**config.mk**
```make
export PLATFORM = sky130hd
export DESIGN_NAME = mem_arbiter
export DESIGN_NICKNAME = d
export VERILOG_FILES = /design/src/rtl/mem_arbiter.sv
export SDC_FILE = /design/constraint.sdc
export NUM_CORES = 1
export LEC_CHECK = 0
export CAP_MARGIN = 20
export CORE_MARGIN = 3
export CORE_UTILIZATION = 29
export DETAILED_ROUTE_END_ITERATION = 16
export PLACE_DENSITY = 0.84
export SETUP_SLACK_MARGIN = 0.05
export SYNTH_ARGS = -nofsm -noshare
export SYNTH_HDL_FRONTEND = slang
export SYNTH_SLANG_ARGS = --single-unit
```
**constraint.sdc**
```tcl
create_clock -name Clock -period 3.7 [get_ports Clock]
set_clock_uncertainty 0.15 [all_clocks]
set_input_delay 0.74 -clock Clock [delete_from_list [all_inputs] [get_ports Clock]]
set_output_delay 0.74 -clock Clock [all_outputs]
set_load 0.02 [all_outputs]
```
**src/rtl/mem_arbiter.sv**
```systemverilog
// -----------------------------------------------------------------------------
// mem_arbiter
//
// Shares one synchronous single-port memory (1-cycle read latency) between the
// processor's instruction-fetch port and its data port. Each cycle the arbiter
// picks at most one winner, answers the loser with Waitreq, steers the winner's
// address / write data / write enable to the memory and raises the matching
// RdValid one cycle after every granted read.
//
// Handshake (both processor ports): a request (InstrRead, or DataRead|DataWrite)
// is accepted in a cycle where it is high and its Waitreq is 0. The requester
// holds address and write data stable until that cycle. Waitreq is never high
// without a request.
//
// Optional build macro: MEM_ARBITER_FAIRNESS_EN
//   undefined : data port always wins; a fetch may wait indefinitely.
//   defined   : after MAX_DATA_STREAK consecutive data grants taken while a
//               fetch waited, the fetch wins the next contested cycle.
//
// Ports
//   Clock, Reset        rising-edge clock, asynchronous active-low reset
//   Enable              0 = issue no grant this cycle
//   InstrAddr/InstrRead fetch request; InstrWaitreq back-pressure
//   InstrRdValid/Data   fetch return (data = memory q)
//   DataAddr/DataRead/DataWrite/DataOut  load/store request
//   DataWaitreq         load/store back-pressure
//   DataRdValid/Data    load return (data = memory q)
//   MemAddr/MemWrData/MemWrite/MemRdData shared memory port
//   owner_dbg_o         owner state (0 IDLE, 1 INSTR, 2 DATA) for observation
// -----------------------------------------------------------------------------
module mem_arbiter #(
   parameter int DATA_W          = 16,
   parameter int ADDR_W          = 16,
   parameter int MEM_ADDR_W      = 12,
   parameter int MAX_DATA_STREAK = 4
) (
   input  logic                  Clock,
   input  logic                  Reset,
   input  logic                  Enable,
   // instruction-fetch port
   input  logic [ADDR_W-1:0]     InstrAddr,
   input  logic                  InstrRead,
   output logic                  InstrWaitreq,
   output logic                  InstrRdValid,
   output logic [DATA_W-1:0]     InstrRdData,
   // data port
   input  logic [ADDR_W-1:0]     DataAddr,
   input  logic                  DataRead,
   input  logic                  DataWrite,
   input  logic [DATA_W-1:0]     DataOut,
   output logic                  DataWaitreq,
   output logic                  DataRdValid,
   output logic [DATA_W-1:0]     DataRdData,
   // shared memory port
   output logic [MEM_ADDR_W-1:0] MemAddr,
   output logic [DATA_W-1:0]     MemWrData,
   output logic                  MemWrite,
   input  logic [DATA_W-1:0]     MemRdData,
   // state observation
   output logic [1:0]            owner_dbg_o
);

   typedef enum logic [1:0] {
      OWN_IDLE  = 2'd0,
      OWN_INSTR = 2'd1,
      OWN_DATA  = 2'd2
   } owner_e;

   owner_e                owner_q, owner_d;
   logic                  data_rd_q, data_rd_d;
   logic [MEM_ADDR_W-1:0] mem_addr_q, mem_addr_d;

   logic ireq, dreq, grant_ok;
   logic instr_gnt, data_gnt;
   logic instr_first;

   // Address bits above the memory's range are intentionally dropped.
   logic unused_addr_bits;
   assign unused_addr_bits = ^{InstrAddr[ADDR_W-1:MEM_ADDR_W],
                               DataAddr[ADDR_W-1:MEM_ADDR_W]};

   // --------------------------------------------------------------------------
   // Fairness streak
   // --------------------------------------------------------------------------
`ifdef MEM_ARBITER_FAIRNESS_EN
   localparam int STREAK_W = $clog2(MAX_DATA_STREAK + 1);
   localparam logic [STREAK_W-1:0] STREAK_MAX = STREAK_W'(MAX_DATA_STREAK);

   logic [STREAK_W-1:0] streak_q, streak_d;

   // A waiting fetch that has already been passed over MAX_DATA_STREAK times
   // takes this cycle even if the data port is requesting.
   assign instr_first = ireq & (streak_q == STREAK_MAX);

   always_comb begin
      streak_d = streak_q;
      if (!ireq || instr_gnt) begin
         streak_d = '0;
      end else if (data_gnt && (streak_q != STREAK_MAX)) begin
         streak_d = streak_q + 1'b1;
      end
   end

   always_ff @(posedge Clock or negedge Reset) begin
      if (!Reset) begin
         streak_q <= '0;
      end else begin
         streak_q <= streak_d;
      end
   end
`else
   logic unused_streak_param;
   assign unused_streak_param = ^32'(MAX_DATA_STREAK);
   assign instr_first         = 1'b0;
`endif

   // --------------------------------------------------------------------------
   // Arbitration
   // --------------------------------------------------------------------------
   always_comb begin
      ireq     = InstrRead;
      dreq     = DataRead | DataWrite;
      // Reset is checked here too so nothing is granted while it is held low.
      grant_ok = Reset & Enable;

      data_gnt  = grant_ok & dreq & ~instr_first;
      instr_gnt = grant_ok & ireq & ~data_gnt;
   end

   assign InstrWaitreq = ireq & ~instr_gnt;
   assign DataWaitreq  = dreq & ~data_gnt;

   // --------------------------------------------------------------------------
   // Memory steering
   // --------------------------------------------------------------------------
   always_comb begin
      mem_addr_d = mem_addr_q;
      MemWrData  = '0;
      MemWrite   = 1'b0;
      if (data_gnt) begin
         mem_addr_d = DataAddr[MEM_ADDR_W-1:0];
         MemWrData  = DataOut;
         // Read and write together is a write.
         MemWrite   = DataWrite;
      end else if (instr_gnt) begin
         mem_addr_d = InstrAddr[MEM_ADDR_W-1:0];
      end
   end

   // With no grant the memory keeps seeing the last granted address.
   assign MemAddr = mem_addr_d;

   // --------------------------------------------------------------------------
   // Owner FSM: records last cycle's winner, which selects the return path.
   // Every state moves to the current winner, or IDLE when nothing is granted.
   // --------------------------------------------------------------------------
   always_comb begin
      owner_d   = OWN_IDLE;
      data_rd_d = 1'b0;
      case (owner_q)
         OWN_IDLE, OWN_INSTR, OWN_DATA: begin
            if (data_gnt) begin
               owner_d   = OWN_DATA;
               data_rd_d = ~DataWrite;
            end else if (instr_gnt) begin
               owner_d   = OWN_INSTR;
            end
         end
         default: begin
            owner_d = OWN_IDLE;
         end
      endcase
   end

   always_ff @(posedge Clock or negedge Reset) begin
      if (!Reset) begin
         owner_q    <= OWN_IDLE;
         data_rd_q  <= 1'b0;
         mem_addr_q <= '0;
      end else begin
         owner_q    <= owner_d;
         data_rd_q  <= data_rd_d;
         mem_addr_q <= mem_addr_d;
      end
   end

   // --------------------------------------------------------------------------
   // Read return: memory q is valid the cycle after the grant.
   // --------------------------------------------------------------------------
   assign InstrRdValid = (owner_q == OWN_INSTR);
   assign DataRdValid  = (owner_q == OWN_DATA) & data_rd_q;
   assign InstrRdData  = MemRdData;
   assign DataRdData   = MemRdData;
   assign owner_dbg_o  = owner_q;

endmodule

```
==> impl_results.md <==
- Register area share after synthesis: roughly a third
- Worst-case clock buffer depth: 2
- Core area: 0.003799 mm^2
- Fillers: ~350
- Sequential Power Share: 34.8%
- Reg-to-reg endpoint: data_rd_q$_DFF_PN0_
- Avg WL per Cell: 14.17 um
- Post-Syn Nets: a little over 200
- GRT overflow: 0
- Share of layout cells above drive strength 1: 13.09%
- Crit share post-route: 93.71%
- Hold path start: mem_addr_q[4]$_DFF_PN0_
- Antenna-violating nets left: 0
- Power Internal: roughly 380 uW
- Hold Path End: mem_addr_q[4]$_DFF_PN0_
- Initial antenna violation count: 0
- Post-Place Cells: 232
- Rows: 22
- Final Cell Area: roughly 0.0019 mm^2
- Max_cap viols: 0
- Cell repeated most along the worst path: clkdlybuf4s50_1
- HP Class: reg2reg
- Via Count: 1072
- Multi-input gate area: between 500 and 600 um^2
- Net Sw Frac: 30.81%
- Final setup violation count: 0
- Synthesized area: ~0.0012 mm^2
- Die width: 69.96 um
- Leakage: 0.0008957 uW
- Gate power share: approximately 40%
- TritonCTS clock tree: built
- Total wire length: 3387 um
- CP arrival: 2.58 ns
- Ys Warns: 0
- Sequential cell area: 375.4 um^2
- Crit-path cells: clkdlybuf4s50_1, nor2_4, buf_4, nor2_2, and2_1, clkdlybuf4s50_1
- Worst path slowest cell: clkdlybuf4s50_1
- Initial DRC Count: 34
- R2R depth: 2
- CP Capture Type: output port
- Initial core utilization: 31.23%
- Total power: 546.5 uW
- Num CTS Buffers: 3
- Syn Inst Count: 133
- Vias in the first global route: slightly above 1000
- Worst-path fanout max: 11
- Skew-Pair Late Insertion Delay: 0.24 ns
- Worst slack, placed: approximately 0.04 ns
- Startpoint type of the worst setup path: input pin
- Post-CTS Hold Buffers: 0
- Final non-filler cell total: ~240
- Antenna Cells: 0
- # IOs: 137
- All-layer global routing usage: 12.92%
- Syn Area/Cell: 8.918 um^2
- Max Clk Rate: 288.4 MHz
- First-pass GRT wire length: 5112 um
- Flop2flop setup slack: 2.63 ns
- FF+latch count, synth: 15
- RSZ-0062 raised after global routing: no
- NetSw: 168.4 uW
- Required time of the critical path: 2.81 ns
- H-tree depth: 1
- Final hold vios: 0
- Largest vdd supply drop: 0.1319 mV
- Tightest Pin Transition: ~0.33 ns
- # nets final: around 260
- Root Driver: clkbuf_8
- Largest net degree at the start of global routing: 19
- Worst-path clk slew: around 0.06 ns
- Vias per cell: approximately 4.5
- Area growth, synth to finish: 63.29%
- Commonest cells after routing, fill and taps aside: 68 x clkdlybuf4s50_1, 16 x and2_1, 15 x dfrtp_1, 14 x nand2_1
- Crit Path Category: in2out
- Dpl cell area: 0.001838 mm^2
- R2r startpoint: owner_dbg_o[1]$_DFF_PN0_
- Detailed Routing Iterations Pass 1: 4
- Crit path largest cell delay: 0.60 ns
- Status: completed
- Setup TNS: 0 ns
- Cell Pwr Density: between 200 and 300 mW/mm^2
- Synth cell types: 21
- Die height: 69.96 um
- Post-route worst setup slack: 0.2328 ns
- Hold depth: 2
- Worst rel slew slack: 78.22%
- Part of the power in the clock network: 24.7%
- Die area: 0.004894 mm^2
- Final min period: between 3 and 4 ns
- CTS sink cnt: 15
- Dpl hpwl: between 2000 and 3000 um
- IO buf count: 80
- Fin. max-slew vios: 0
- Most common cell after layout, fill and taps aside: clkdlybuf4s50_1
- Final Wtd Congestion: 0.7835
- Residual DRC: 0
## cells in the mapped netlist, drive strengths merged
| master | instances | area [um^2] |
|---|---|---|
| a31oi | 12 | 75.07 |
| a21oi | 1 | 5.000 |
| nand2 | 15 | 56.30 |
| clkbuf | 2 | 18.76 |
| and2 | 16 | 100.1 |
| and3 | 1 | 6.260 |
| o31a | 1 | 8.760 |
| buf | 38 | 297.8 |
| nor2b | 1 | 6.260 |
| nor2 | 3 | 26.27 |
| and2b | 1 | 8.760 |
| o21a | 12 | 90.09 |
| dfrtp | 15 | 375.4 |
| o311ai | 1 | 26.28 |
| a211oi | 2 | 25.02 |
| o21ai | 12 | 60.05 |
## what timing repair did
action	4_1_cts	5_1_grt
resized for setup	1	12
setup endpoints to repair	1	27
gates cloned	0	1
setup buffers	0	2
pin swaps	0	2
endpoints found under the hold margin	0	0
## kinds of logic after synthesis
kind of cell,share of synthesized area (%)
AO/OA/AOI/OAI,24.47
flip-flops,31.65
AND/OR/NAND/NOR,17.19
buffers and inverters,26.69
## final cells by class
| class | instances | area share [%] |
|---|---|---|
| timing repair buffer | 93 | 49.03 |
| multi-input combinational | 79 | 25.97 |
| sequential | 15 | 19.38 |
| tap | 48 | 3.101 |
| clock buffer | 3 | 2.132 |
| clock inverter | 1 | 0.3876 |
## metal layers
layer  vias to the layer above  GRT usage [%]  share of wire [%]
met3                         4          3.453                7.5
li1                        540              -                  -
met4                         0          6.596                1.3
met5                         -              0                  0
met2                        47          20.78                 51
met1                       481          15.73                 40
## power by group through the flow
stage | logic (uW) | registers, uW | clock network [uW]
floorplan | 145 | 193 | 0
global placement | 221 | 193 | 0
detailed placement | 224 | 194 | 0
CTS | 223 | 190 | 142
global route | 238 | 192 | 149
finish | 221 | 190 | 135
## metrics by stage
step	utilization, %	hold slack (ns)
after floorplan	-	0.2944
after global placement	48.39	0.3217
after detailed placement	48.39	0.3359
after CTS	49.64	0.3513
after global routing	50.99	0.3673
final	50.99	0.3417
## critical path: cells and delay by family
kind	cells	cell delay, ns
buffers and inverters	3	1.36
and+or+nand+nor	3	0.49
## sequential cells by signal, indices dropped and copies added (netlist names)
register and count:
owner_dbg_o 2, data_rd_q 1, mem_addr_q 12
## worst max path at each step
| stage | start | end | slack, ns | depth (start not counted) |
|---|---|---|---|---|
| after floorplan | DataWrite | MemAddr[10] | 1.0 | 5 |
| after global placement | DataWrite | MemAddr[9] | 0.07 | 7 |
| after detailed placement | DataWrite | MemAddr[9] | 0.04 | 7 |
| after CTS | DataWrite | MemAddr[2] | 0.06 | 7 |
| after global routing | DataRead | MemWrData[14] | 0.1 | 6 |
| final | DataRead | MemWrData[4] | 0.23 | 6 |
Note: power is estimated with default switching activity, not from simulation.
